## src/rtl/fft_iter_ctrl_if.sv

```systemverilog
// Control bundle between the FFT sequencer, the sample source, the
// butterfly/buffer datapath and the bin consumer.
interface fft_iter_ctrl_if;
  logic       in_valid;
  logic       in_ready;
  logic       ld_we;
  logic [3:0] ld_addr;
  logic       bf_issue;
  logic [3:0] bf_addr_a;
  logic [3:0] bf_addr_b;
  logic [2:0] bf_tw_idx;
  logic [1:0] bf_stage;
  logic       wb_we;
  logic [3:0] wb_addr_a;
  logic [3:0] wb_addr_b;
  logic       out_valid;
  logic       out_ready;
  logic [3:0] out_idx;
  logic       out_last;
  logic       frame_done;

  modport master (
    input  in_valid, out_ready,
    output in_ready, ld_we, ld_addr,
    output bf_issue, bf_addr_a, bf_addr_b, bf_tw_idx, bf_stage,
    output wb_we, wb_addr_a, wb_addr_b,
    output out_valid, out_idx, out_last, frame_done
  );

  modport slave (
    output in_valid, out_ready,
    input  in_ready, ld_we, ld_addr,
    input  bf_issue, bf_addr_a, bf_addr_b, bf_tw_idx, bf_stage,
    input  wb_we, wb_addr_a, wb_addr_b,
    input  out_valid, out_idx, out_last, frame_done
  );
endinterface

```

## src/rtl/fft_iter_ctrl.sv

```systemverilog
// Sequencer for an in-place iterative 16-point radix-2 DIT FFT: bit-reversed
// load, 4x8 butterfly issues with drain gaps, delayed write-back, bin read-out.
module fft_iter_ctrl #(
  parameter int BF_LAT = 2
) (
  input  logic            clk,
  input  logic            rst,
  fft_iter_ctrl_if.master bus
);

  typedef enum logic [1:0] {S_LOAD, S_CALC, S_OUT} state_t;

  localparam logic [3:0] T_LAST = 4'(7 + BF_LAT);

  state_t      r_state, w_state_nxt;
  logic [3:0]  r_cnt, w_cnt_nxt;
  logic [3:0]  r_t, w_t_nxt;
  logic [1:0]  r_stage, w_stage_nxt;
  logic        w_iss;
  logic [3:0]  w_a, w_b;
  logic [2:0]  w_tw;
  logic [8:0]  w_wb;

  function automatic logic [3:0] f_bitrev(input logic [3:0] c);
    return {c[0], c[1], c[2], c[3]};
  endfunction

  // Butterfly k of stage s pairs (k>>s)*2h + (k mod h) with its partner +h.
  function automatic logic [3:0] f_addr_a(input logic [2:0] k, input logic [1:0] s);
    logic [3:0] v_k, v_mask;
    v_k    = {1'b0, k};
    v_mask = (4'd1 << s) - 4'd1;
    return ((v_k >> s) << (3'(s) + 3'd1)) | (v_k & v_mask);
  endfunction

  function automatic logic [2:0] f_tw(input logic [2:0] k, input logic [1:0] s);
    logic [3:0] v_k, v_mask;
    v_k    = {1'b0, k};
    v_mask = (4'd1 << s) - 4'd1;
    return 3'((v_k & v_mask) << (2'd3 - s));
  endfunction

  always_ff @(posedge clk or posedge rst) begin
    if (rst) begin
      r_state <= S_LOAD;
      r_cnt   <= '0;
      r_t     <= '0;
      r_stage <= '0;
    end else begin
      r_state <= w_state_nxt;
      r_cnt   <= w_cnt_nxt;
      r_t     <= w_t_nxt;
      r_stage <= w_stage_nxt;
    end
  end

  always_comb begin
    w_state_nxt    = r_state;
    w_cnt_nxt      = r_cnt;
    w_t_nxt        = r_t;
    w_stage_nxt    = r_stage;
    w_iss          = 1'b0;
    w_a            = '0;
    w_b            = '0;
    w_tw           = '0;
    bus.bf_stage   = '0;
    bus.in_ready   = 1'b0;
    bus.ld_we      = 1'b0;
    bus.ld_addr    = '0;
    bus.out_valid  = 1'b0;
    bus.out_idx    = '0;
    bus.out_last   = 1'b0;
    bus.frame_done = 1'b0;
    case (r_state)
      S_LOAD: begin
        bus.in_ready = 1'b1;
        if (bus.in_valid) begin
          bus.ld_we   = 1'b1;
          bus.ld_addr = f_bitrev(r_cnt);
          w_cnt_nxt   = r_cnt + 4'd1;
          if (r_cnt == 4'd15) w_state_nxt = S_CALC;
        end
      end
      S_CALC: begin
        if (r_t < 4'd8) begin
          w_iss        = 1'b1;
          w_a          = f_addr_a(r_t[2:0], r_stage);
          w_b          = w_a + (4'd1 << r_stage);
          w_tw         = f_tw(r_t[2:0], r_stage);
          bus.bf_stage = r_stage;
        end
        // Cycles past t=7 drain the butterfly so the next stage reads fresh data.
        if (r_t == T_LAST) begin
          w_t_nxt     = '0;
          w_stage_nxt = r_stage + 2'd1;
          if (r_stage == 2'd3) w_state_nxt = S_OUT;
        end else begin
          w_t_nxt = r_t + 4'd1;
        end
      end
      S_OUT: begin
        bus.out_valid = 1'b1;
        bus.out_idx   = r_cnt;
        bus.out_last  = (r_cnt == 4'd15);
        if (bus.out_ready) begin
          w_cnt_nxt = r_cnt + 4'd1;
          if (r_cnt == 4'd15) begin
            bus.frame_done = 1'b1;
            w_state_nxt    = S_LOAD;
          end
        end
      end
      default: w_state_nxt = S_LOAD;
    endcase
  end

  assign bus.bf_issue  = w_iss;
  assign bus.bf_addr_a = w_a;
  assign bus.bf_addr_b = w_b;
  assign bus.bf_tw_idx = w_tw;

  // Write-back strobe/addresses follow issue by exactly BF_LAT cycles.
  generate
    if (BF_LAT == 0) begin : g_wb_comb
      assign w_wb = {w_iss, w_a, w_b};
    end else begin : g_wb_pipe
      logic [8:0] r_wb_p [BF_LAT];
      always_ff @(posedge clk or posedge rst) begin
        if (rst) begin
          for (int i = 0; i < BF_LAT; i++) r_wb_p[i] <= '0;
        end else begin
          r_wb_p[0] <= {w_iss, w_a, w_b};
          for (int i = 1; i < BF_LAT; i++) r_wb_p[i] <= r_wb_p[i-1];
        end
      end
      assign w_wb = r_wb_p[BF_LAT-1];
    end
  endgenerate

  assign bus.wb_we     = w_wb[8];
  assign bus.wb_addr_a = w_wb[7:4];
  assign bus.wb_addr_b = w_wb[3:0];

endmodule

```

## src/flat_wrapper.sv

```systemverilog
// flat-port wrapper written by rule: the top's interface ports become plain ports
module fft_iter_ctrl_flat 
#(
  parameter int BF_LAT = 2
)
  (clk, rst, bus_in_valid, bus_out_ready, bus_in_ready, bus_ld_we, bus_ld_addr, bus_bf_issue, bus_bf_addr_a, bus_bf_addr_b, bus_bf_tw_idx, bus_bf_stage, bus_wb_we, bus_wb_addr_a, bus_wb_addr_b, bus_out_valid, bus_out_idx, bus_out_last, bus_frame_done);
  fft_iter_ctrl_if bus_i ();
  input  logic clk;
  input  logic rst;
  input wire logic [$bits(bus_i.in_valid)-1:0] bus_in_valid;
  input wire logic [$bits(bus_i.out_ready)-1:0] bus_out_ready;
  output wire logic [$bits(bus_i.in_ready)-1:0] bus_in_ready;
  output wire logic [$bits(bus_i.ld_we)-1:0] bus_ld_we;
  output wire logic [$bits(bus_i.ld_addr)-1:0] bus_ld_addr;
  output wire logic [$bits(bus_i.bf_issue)-1:0] bus_bf_issue;
  output wire logic [$bits(bus_i.bf_addr_a)-1:0] bus_bf_addr_a;
  output wire logic [$bits(bus_i.bf_addr_b)-1:0] bus_bf_addr_b;
  output wire logic [$bits(bus_i.bf_tw_idx)-1:0] bus_bf_tw_idx;
  output wire logic [$bits(bus_i.bf_stage)-1:0] bus_bf_stage;
  output wire logic [$bits(bus_i.wb_we)-1:0] bus_wb_we;
  output wire logic [$bits(bus_i.wb_addr_a)-1:0] bus_wb_addr_a;
  output wire logic [$bits(bus_i.wb_addr_b)-1:0] bus_wb_addr_b;
  output wire logic [$bits(bus_i.out_valid)-1:0] bus_out_valid;
  output wire logic [$bits(bus_i.out_idx)-1:0] bus_out_idx;
  output wire logic [$bits(bus_i.out_last)-1:0] bus_out_last;
  output wire logic [$bits(bus_i.frame_done)-1:0] bus_frame_done;
  assign bus_i.in_valid = bus_in_valid;
  assign bus_i.out_ready = bus_out_ready;
  assign bus_in_ready = bus_i.in_ready;
  assign bus_ld_we = bus_i.ld_we;
  assign bus_ld_addr = bus_i.ld_addr;
  assign bus_bf_issue = bus_i.bf_issue;
  assign bus_bf_addr_a = bus_i.bf_addr_a;
  assign bus_bf_addr_b = bus_i.bf_addr_b;
  assign bus_bf_tw_idx = bus_i.bf_tw_idx;
  assign bus_bf_stage = bus_i.bf_stage;
  assign bus_wb_we = bus_i.wb_we;
  assign bus_wb_addr_a = bus_i.wb_addr_a;
  assign bus_wb_addr_b = bus_i.wb_addr_b;
  assign bus_out_valid = bus_i.out_valid;
  assign bus_out_idx = bus_i.out_idx;
  assign bus_out_last = bus_i.out_last;
  assign bus_frame_done = bus_i.frame_done;
  fft_iter_ctrl #(.BF_LAT(BF_LAT)) u_core (.clk(clk), .rst(rst), .bus(bus_i));
endmodule
```

## config.mk

```make
export PLATFORM = sky130hd
export DESIGN_NAME = fft_iter_ctrl_flat
export DESIGN_NICKNAME = d
export VERILOG_FILES = /design/src/rtl/fft_iter_ctrl_if.sv /design/src/rtl/fft_iter_ctrl.sv /design/src/flat_wrapper.sv
export SDC_FILE = /design/constraint.sdc
export NUM_CORES = 1
export LEC_CHECK = 0
export CELL_PAD_IN_SITES_DETAIL_PLACEMENT = 0
export CELL_PAD_IN_SITES_GLOBAL_PLACEMENT = 1
export CORE_MARGIN = 2
export CORE_UTILIZATION = 35
export DETAILED_ROUTE_END_ITERATION = 12
export DONT_BUFFER_PORTS = 1
export PLACE_DENSITY = 0.56
export SYNTH_ARGS = -nofsm -noshare
export SYNTH_HDL_FRONTEND = slang
export SYNTH_SLANG_ARGS = --single-unit
export TNS_END_PERCENT = 5
```

## constraint.sdc

```tcl
create_clock -name clk -period 6.65 [get_ports clk]
set_input_delay 1.33 -clock clk [delete_from_list [all_inputs] [get_ports clk]]
set_output_delay 1.33 -clock clk [all_outputs]
set_load 0.02 [all_outputs]
```

# Yosys cells after proc, flatten, opt, wreduce, memory -nomap -nowiden
# Index checks and enable logic that the tools add are counted.
totals:
  ff_bits: 30
  out_inout_bits: 36
  latchBits: 0
  inputBits: 4
  ram_bits: 0
  rom_bits: 0
  n_memories: 0
classes:
  eq_ne: 11
  magnitude_cmp: 1
  addsub: 7
  n_reduce_logical: 5
  mul: 0
  n_div: 0
  n_bitwise: 2
  muxes: 32
  shift: 4
op_table:
  columns: ["op", "count"]
  rows:
  - ["two-way mux 4 bit", 10]
  - ["two-way mux 2 bit", 8]
  - ["two-way mux 1 bit", 10]
  - ["adder 4 x 1 -> 4 bit (second input constant)", 2]
  - ["== test 4 bit (second input constant)", 2]
  - ["inequality test 2 x 1 -> 1 bit (second input constant)", 4]
  - ["case mux 4 bit (2 select lines)", 1]
  - ["two-way mux 3 bit", 2]
  - ["case mux 2 bit (3 select lines)", 1]
  - ["AND reduction 6 bit", 1]
  - ["adder 4 bit", 1]
  - ["bitwise AND 3 x 4 -> 4 bit", 1]
  - ["== test 2 bit (second input constant)", 2]
  - ["< comparator 4 bit (second input constant)", 1]
  - ["inequality test 2 bit (second input constant)", 2]
  - ["OR 4 bit", 1]
  - ["<< shifter 1 x 2 -> 4 bit (first input constant)", 1]
  - ["<< shifter 4 x 2 -> 3 bit", 1]
  - ["<< shifter 4 x 3 -> 4 bit", 1]
  - [">> shifter 3 x 2 -> 4 bit", 1]
  - ["subtractor 4 x 1 -> 4 bit (second input constant)", 1]
  - ["adder 2 x 1 -> 3 bit (second input constant)", 1]
  - ["AND reduction 3 bit", 1]
  - ["adder 2 x 1 -> 2 bit (second input constant)", 1]
  - ["other kinds (5)", 5]

# Longest topological paths before layout
# Gate-level depths: netlist of run 1.
logic_depth:
  depth_word: 7
  ltp_mapped: 12
  ltp_nobuf: 10

# Worst setup path before layout of run 1
# No wires, ideal clock.
synth_timing:
  kind: "register -> output"
  start: "register u_core.r_stage[0]"
  end: "output bus_bf_addr_b[2]"
  arrival_time_ns: 2.485
  setup_slack_ns: 2.835
  t_required_ns: 5.320
  stages_incl_launch_ff: 11
  path_buffers: 2
  path_cell_list: "dfrtp_1 > buf_2 > inv_1 > ha_1 > buf_2 > o31ai_1 > ha_1 > inv_1 > fa_1 > xor2_1 > nor2_1"
synth_between:
  elab_chain_len: 7
  word_cells_on_any_way: 10
  cone_classes: "add/sub (3); shift (3); mux (2); bitwise (2)"
synth_rtl:
  columns: ["item", "line", "source"]
  rows:
  - ["start, declared", "fft_iter_ctrl.sv:18", "logic [1:0] r_stage, w_stage_nxt;"]
  - ["start signal, assigned", "fft_iter_ctrl.sv:53", "r_stage <= w_stage_nxt;"]
  - ["<< shifter 1 x 2 -> 4 bit", "fft_iter_ctrl.sv:32, fft_iter_ctrl.sv:88", null]
  - ["subtractor 4 x 1 -> 4 bit", "fft_iter_ctrl.sv:32", "v_mask = (4'd1 << s) - 4'd1;"]
  - ["bitwise AND 3 x 4 -> 4 bit", "fft_iter_ctrl.sv:33", "return ((v_k >> s) << (3'(s) + 3'd1)) | (v_k & v_mask);"]
  - ["OR 4 bit", "fft_iter_ctrl.sv:33", null]
  - ["adder 4 bit *", "fft_iter_ctrl.sv:88", "w_b = w_a + (4'd1 << r_stage);"]
  - ["two-way mux 4 bit *", "fft_iter_ctrl.sv:85", "if (r_t < 4'd8) begin"]
  - ["two-way mux 4 bit *", "fft_iter_ctrl.sv:74", "case (r_state)"]
  - ["end, declared", "flat_wrapper.sv:17", "output wire logic [$bits(bus_i.bf_addr_b)-1:0] bus_bf_addr_b;"]
# Mark *: on every way between the ends. The rest lies on a longest branch, timed or not.

# Final worst setup path of run 1
layout_timing:
  start: "register u_core.r_stage[0]"
  end: "output bus_bf_addr_b[3]"
# The elaborated chain is that of the path after synthesis.

==> flow_summary.ini, run 1 <==
[pwr]
p_int_mw = 0.359
clockPowerShare_pct = 27.6
seqPwrFrac_pct = 47.9
swShare_pct = 37.4
ir_worst_vdd_uv = 88.0
p_comb_share_pct = 24.5
power_mw = 0.573
power.density_mw_per_mm2 = 342
p_switching_mw = 0.215
p_leak_nw = 0.796

[floorplanning]
fp.dieW_um = 71.9
coreArea_sq_mm = 0.00438
start_util_pct = 36.8
rows = 24
ioPinCount = 40
die_h_um = 71.9
fp.dieArea_sq_mm = 0.00517

[cts]
clock_path_buffers = 2
cts-resized-gates = 0
numClockSinks = 30
cts_buffers = 5
postCtsSetupBuffers = 0
ctsHoldBuffers = 0
cts_tree = done
clockRootBuffer = clkbuf_8
cts_max_level = 2
clk_pin_slew_ps = 70
clk_latency_ps = 290

[global_routing]
antenna_found_initial = 0
grt-ovfl-total = 0
first_global_vias = 966
grt_pass1_wl_um = 4900
grtUsageTotal_pct = 12.7
grt_max_degree = 31

[critical_path]
startpoint = u_core.r_stage[0]
path_cells = inv_1 -> ha_1 -> nor2_1 -> a22oi_1 -> inv_1 -> ha_1 -> a21o_1 -> a21oi_1 -> nand2_1 -> o21bai_2
r2r_start = u_core.r_stage[0]
crit_path_top_delay_cell = dfrtp_1
cp.arrival_ps = 3150
cp-start-kind = register
crit_type = reg2out
cp_max_fo = 15
max_stage_delay_ps = 640
required_ps = 5320
end_kind = output pin
rrSetupSlack_ps = 3660

[logic_synthesis]
ys_ff_latch = 30
synth_most_common_cell = dfrtp_1
ys_top_cells_by_area = dfrtp_1, ha_1, buf_4
synth_edf_count = 0
syn_avg_cell_area_sq_um = 10.8
yosys.area.top_type_share_pct = 46.5
synthArstFlopShare_pct = 100
yosysTopAreaCell = dfrtp_1
synth.cell_area_sq_mm = 0.00161
synth_cell_types = 42
synthFlopType = dfrtp_1
synthTopCellsByCount = dfrtp_1, nor2_1, buf_4, ha_1, and2_1
seq_area_frac_synth_pct = 46.5
syn_inst = 150
ys_warn_count = 0
synthesis.nets = 164

[final_layout]
final_net_count = 157
fin_area_sq_mm = 0.00168
antennaDiodeCount = 0
area_delta_synth_final_pct = 3.88
drive_above_1_share_pct = 13.2
final_cell_count_no_fill = 196

[sta]
period_needed_ps = 4480
setup_viol = 0
hold_viol = 0
max_freq_mhz = 223
tns_ps = 0
slew_violations = 0
slew_headroom_pct = 26.2
period_share_pct = 67.4
skew_ps = 7.20
worstMarginPinSlew_ps = 1110
grt_setup_unrepaired = no

[drt]
vias = 989
vias_per_cell = 5.05
postRouteAntennaNets = 0
drtPass1Iterations = 4
wirelength_um = 2960
avgRoutedWirePerCell_um = 15.1
drtIter0Drc = 42
drc_errors = 0

[placement]
numPortBuffers = 0
place_congestion = 0.753
dp.cells = 188
dp.final_hpwl_um = 2120
placed_area_sq_mm = 0.00158

[hold_path]
hp-class = reg2reg
hold_start = u_core.g_wb_pipe.r_wb_p[15]

[status]
outcome = complete, no violations

[run]
maxCapViolCount = 0
-- critical path, delay by kind of cell, from the launching register on --
| kind | cells | cell delay (ps) |
|---|---|---|
| compound gates | 4 | 1020 |
| fa+ha+maj | 2 | 740 |
| buf+inv | 2 | 270 |
| flops | 1 | 640 |
| simple gates | 2 | 180 |
-- per-stage QoR --
stage	worst slack [ps]	util (%)	hold slack, ps
final	2170	38.2	348
after global placement	2530	36.1	332
after detailed placement	2480	36.1	335
after CTS	2140	38.2	351
after floorplan	2830	-	331
after global routing	1850	38.2	356
-- cell usage in the layout, fill, tap and decap left out, types with 2 or more instances in the layout --
cell type,count
and4bb_2,2
and3_1,6
o21ai_0,4
xor2_1,4
inv_1,7
and2_1,8
ha_1,9
a21o_1,2
nor2_1,11
clkbuf_8,6
nor2b_1,5
dfrtp_1,30
nand2b_1,4
a21oi_1,3
nand4_1,2
xnor2_1,7
mux2_2,2
nor3_1,3
nand2_1,7
-- routing by layer --
layer | vias to the layer above | share of wire, % | track usage, %
li1 | 486 | - | -
met1 | 468 | 48 | 16.9
met2 | 28 | 43 | 18.3
met3 | 7 | 6.0 | 3.75
met4 | 0 | 2.6 | 7.55
met5 | - | 0 | 0
-- power by group through the flow --
stage	registers [mW]	clock network [mW]	logic (mW)
2_1_floorplan	0.248	0	0.150
3_3_place_gp	0.278	0	0.142
3_5_place_dp	0.279	0	0.142
4_1_cts	0.275	0.164	0.143
5_1_grt	0.283	0.170	0.159
6_report	0.275	0.158	0.140
-- cell type report --
| class | count | area (sq um) |
|---|---|---|
| Fill cell | 433 | 2710 |
| Clock inverter | 2 | 12.5 |
| Inverter | 7 | 26.3 |
| Multi-Input combinational cell | 99 | 739 |
| Clock buffer | 6 | 82.6 |
| Sequential cell | 30 | 751 |
| Tap cell | 52 | 65.1 |
-- registers in the layout, indices dropped and copies added (netlist names) --
signal,count
u_core.g_wb_pipe.r_wb_p,9
u_core.r_state,2
u_core.r_t,4
u_core.r_stage,2
u_core.r_cnt,4
u_core.w_wb,9
-- cells by family (layout without fill, tap and decap cells) --
group / Yosys count / in the layout / share of synthesized area, %
adders and majority gates: 10 / 10 / 8.22
muxes: 3 / 3 / 2.02
AOI/OAI and AO/OA: 17 / 17 / 7.60
xor gates and xnor gates: 11 / 11 / 5.97
DFF: 30 / 30 / 46.5
and+or+nand+nor: 58 / 58 / 22.0
buffers and inverters: 21 / 15 / 7.67
-- path summary, 6_finish.rpt --
| kind | endpoint | cells after the start |
|---|---|---|
| setup reg to reg | u_core.g_wb_pipe.r_wb_p[12] | 10 |
| setup / recovery | bus_bf_addr_b[3] | 10 |
| min in group asynchronous | u_core.g_wb_pipe.r_wb_p[9] | 1 |
| max in group asynchronous | u_core.w_wb[1] | 1 |
| hold / removal | u_core.w_wb[6] | 0 |
| hold reg to reg | u_core.w_wb[6] | 0 |
(Power assumes the default switching activity.)
==> run 2, diff against run 1 <==
PLACE_DENSITY = 0.58   (was 0.56)
clock period = 3.74 ns   (was 6.65 ns; I/O delays follow)
==> flow_summary.ini, run 2 (same netlist as run 1, synthesis figures left out) <==
[global_routing]
grtUsageMet2_pct = 18.2
first_global_vias = 985
use_met3_pct = 5.14
grt-ovfl-total = 0
grt_pass1_wl_um = 4780
grtUsageTotal_pct = 12.2
grt_util_met1_pct = 15.5
busiest_layer = met2
antenna_found_initial = 0
grt_max_degree = 31

[pwr]
ir_worst_vdd_uv = 209
p_leak_nw = 0.823
power.density_mw_per_mm2 = 657
power_mw = 1.15

[sta]
finalWorstSetupSlack_ps = 285
setup_viol = 0
hold_viol = 0
period_needed_ps = 3450
slew_headroom_pct = 25.6
period_share_pct = 92.4
skew_ps = 3.41
worstMarginPinSlew_ps = 1120
slew_violations = 0
max_freq_mhz = 289
holdWs_ps = 348
tns_ps = 0

[critical_path]
required_ps = 2990
crit_family = compound AO/OA/AOI/OAI gates
max_stage_delay_ps = 440
path_cells = buf_4 -> ha_1 -> xnor2_1 -> a22oi_2 -> inv_1 -> ha_1 -> a21o_1 -> a21oi_1 -> nand2_1 -> o21bai_4
cp.arrival_ps = 2710
cp-start-kind = register
path_buf_inv = 2
crit_path_top_delay_cell = dfrtp_1
crit_type = reg2out
cp_max_fo = 10
end_kind = output pin
crit_path_frequent_cell = ha_1

[status]
outcome = complete, no violations

[cts]
cts_tree = done
cts_max_level = 2
clock_path_buffers = 2
ctsHoldBuffers = 0
clk_pin_slew_ps = 70
cts_buffers = 5
clk_latency_ps = 280
clockRootBuffer = clkbuf_8
numClockSinks = 30
postCtsSetupBuffers = 0

[final_layout]
area_delta_synth_final_pct = 8.29
antennaDiodeCount = 0
final_cell_count_no_fill = 197
num-fill-cells = 412
drive_above_1_share_pct = 15.9
final_net_count = 158
final_common_cell = dfrtp_1
fin_util_pct = 39.9
final_cell_mix = dfrtp_1, nor2_1, ha_1
fin_area_sq_mm = 0.00175

[floorplanning]
die_h_um = 71.9
ioPinCount = 40
start_util_pct = 36.8
coreArea_sq_mm = 0.00438
rows = 24
fp.dieW_um = 71.9
fp.dieArea_sq_mm = 0.00517

[placement]
dp.cells = 189
dp.final_hpwl_um = 2110
place_congestion = 0.782
dp_slack_ps = 320
numPortBuffers = 0
placed_area_sq_mm = 0.00159

[drt]
wirelength_um = 2910
avgRoutedWirePerCell_um = 14.8
postRouteAntennaNets = 0
drc_errors = 0
drtIter0Drc = 47
vias_per_cell = 5.09
vias = 1002
drtPass1Iterations = 4

[hold_path]
hp-class = reg2reg

[run]
maxCapViolCount = 0
==> run 2: worst register-to-register path, cell delays in order, from the launching register on <==
cell	delay, ps
dfrtp_2	480
inv_1	130
ha_1	390
o31ai_1	340
ha_1	230
inv_1	60
fa_1	420
nor2_1	370
==> run 2: layout make-up <==
cell class	instances	area [sq um]	share of cell area, %
Inverter	7	26.3	1.50
Clock inverter	2	60.1	3.44
Clock buffer	6	82.6	4.72
Tap cell	52	65.1	3.72
Sequential cell	30	752	43.0
Multi-Input combinational cell	99	754	43.2
Timing Repair Buffer	1	7.51	0.429
==> run 2: worst paths after layout <==
path	from	end	slack, ps	cells past startpoint
worst max-delay path	u_core.r_stage[0]	bus_bf_addr_b[3]	290	10
worst min-delay path	u_core.g_wb_pipe.r_wb_p[17]	u_core.w_wb[8]	350	0
worst min register to register	u_core.g_wb_pipe.r_wb_p[17]	u_core.w_wb[8]	350	0
max in group asynchronous	rst	u_core.r_stage[1]	2340	1
worst max register to register	u_core.r_stage[1]	u_core.g_wb_pipe.r_wb_p[10]	1170	7
min in group asynchronous	rst	u_core.w_wb[7]	640	1
==> run 2: layer usage <==
layer | vias to the layer above | part of all wire [%]
met1 | 485 | 48
met2 | 29 | 46
met3 | 2 | 5.6
met4 | 0 | 0.83
li1 | 486 | -
met5 | - | 0
==> run 2: power breakdown <==
group / internal (mW) / leakage (nW) / switching [mW]
combinational: 0.102 / 0.348 / 0.154
clock: 0.284 / 0.0714 / 0.122
sequential: 0.390 / 0.403 / 0.0963
total: 0.776 / 0.823 / 0.372
==> run 2: repair_timing <==
item / CTS / global route
hold endpoints to repair: 0 / 0
gates resized for setup: 1 / 3
setup endpoints to repair: 1 / 2
pin swaps: 0 / 0
==> run 3, diff against run 2 <==
CORE_UTILIZATION = 43   (was 35)
PLACE_DENSITY = 0.7   (was 0.58)
==> flow_summary.ini, run 3 (same netlist as run 1, synthesis figures left out) <==
[drt]
avgRoutedWirePerCell_um = 14.7
drtPass1Iterations = 4
vias = 996
postRouteAntennaNets = 0
drc_errors = 0
drtIter0Drc = 34
wirelength_um = 2860
vias_per_cell = 5.13

[sta]
hold_viol = 0
slew_headroom_pct = 26.7
period_share_pct = 94.9
grt_setup_unrepaired = yes
setup_viol = 0
skew_ps = 4.93
period_needed_ps = 3550
max_freq_mhz = 282
tns_ps = 0
worstMarginPinSlew_ps = 1100
slew_violations = 0

[pwr]
p_comb_share_pct = 22.4
power.density_mw_per_mm2 = 658
p_leak_nw = 0.829
seqPwrFrac_pct = 42.5
p_int_mw = 0.776
clockPowerShare_pct = 35.1
ir_worst_vdd_uv = 210
p_switching_mw = 0.370
swShare_pct = 32.3

[global_routing]
antenna_found_initial = 0
grt_pass1_wl_um = 4730
first_global_vias = 1010
grt_max_degree = 31
grtUsageTotal_pct = 14.9
grt-ovfl-total = 0

[floorplanning]
fp.dieArea_sq_mm = 0.00426
rows = 22
ioPinCount = 40
start_util_pct = 44.4
fp.dieW_um = 65.3
coreArea_sq_mm = 0.00363
die_h_um = 65.3

[hold_path]
hp-class = reg2reg

[final_layout]
multi_input_area_sq_um = 747
final_common_cell = dfrtp_1
regArea_sq_um = 752
fin_area_sq_mm = 0.00174
final_cell_mix = dfrtp_1, nor2_1, ha_1
num-fill-cells = 340
antennaDiodeCount = 0
area_delta_synth_final_pct = 7.98
final_net_count = 159
drive_above_1_share_pct = 16.4

[critical_path]
end_kind = output pin
cp_max_fo = 7
crit_type = reg2out
cp-start-kind = register
cp.arrival_ps = 2800
required_ps = 2990

[cts]
clock_path_buffers = 2
clockRootBuffer = clkbuf_8
cts_buffers = 5
clk_pin_slew_ps = 60
ctsHoldBuffers = 0
clk_latency_ps = 280
postCtsSetupBuffers = 0
cts_tree = done
cts_max_level = 2
numClockSinks = 30

[placement]
numPortBuffers = 0
place_congestion = 0.870
placed_area_sq_mm = 0.00159
dp.final_hpwl_um = 2090

[run]
maxCapViolCount = 0

[status]
outcome = complete, no violations
## run 3: cell count changes in the layout (fill, tap and decap cells not counted), sizes merged
cell  change
buf       +1
## run 3: worst max-delay path, cell delays in order (launching register included)
cell     delay [ps]
dfrtp_1         460
inv_1           150
ha_1            410
o31ai_1         400
ha_1            250
inv_1            60
fa_1            430
nor2_1          360
## run 3: cell type report
class / instances / area share [%]
inverter: 7 / 1.51
clock buffer: 6 / 4.74
clock inverter: 2 / 3.45
sequential: 30 / 43.1
tap: 48 / 3.45
timing repair buffer: 2 / 0.861
multi-input combinational: 99 / 42.9
## run 3: timing repair
| action | CTS | global route |
|---|---|---|
| gates resized for setup | 0 | 3 |
| endpoints found under the setup margin | 0 | 3 |
| hold endpoints to repair | 0 | 0 |
## run 3: worst paths after layout
check | startpoint | slack [ps] | depth (start not counted) | endpoint
hold reg to reg | u_core.g_wb_pipe.r_wb_p[12] | 350 | 0 | u_core.w_wb[3]
hold / removal | u_core.g_wb_pipe.r_wb_p[12] | 350 | 0 | u_core.w_wb[3]
min in group asynchronous | rst | 640 | 1 | u_core.g_wb_pipe.r_wb_p[15]
max in group asynchronous | rst | 2360 | 1 | u_core.r_stage[1]
setup / recovery | u_core.r_stage[0] | 190 | 7 | bus_bf_addr_b[1]
setup reg to reg | u_core.r_stage[0] | 1070 | 7 | u_core.g_wb_pipe.r_wb_p[10]
## run 3: metrics by stage
stage / util [%] / setup slack, ps / hold slack [ps] / std cells / power, mW
3_5_place_dp: 43.8 / 301 / 335 / 186 / 0.743
4_1_cts: 47.7 / 15.4 / 351 / 194 / 1.15
3_3_place_gp: 43.8 / 354 / 333 / 186 / 0.740
2_1_floorplan: - / 507 / 331 / 150 / 0.707
5_1_grt: 48.0 / -10.3 / 365 / 194 / 1.22
6_report: 48.0 / 191 / 349 / 194 / 1.15
## run 3: power by group through the flow
stage,clock [mW],combinational (mW),sequential (mW)
after floorplan,0,0.266,0.441
after global placement,0,0.248,0.491
after detailed placement,0,0.253,0.490
after CTS,0.413,0.255,0.484
after global routing,0.431,0.288,0.498
final,0.403,0.257,0.487
## run 3: per-layer routing
metal  part of all wire, %  wire length, um  GRT usage [%]  vias up
met5                     0                0              0        -
met4                   1.5               43           6.25        0
met3                   5.0              144           5.65        5
met2                    47             1350           23.1       28
met1                    46             1320           18.6      480
li1                      -                -              -      483
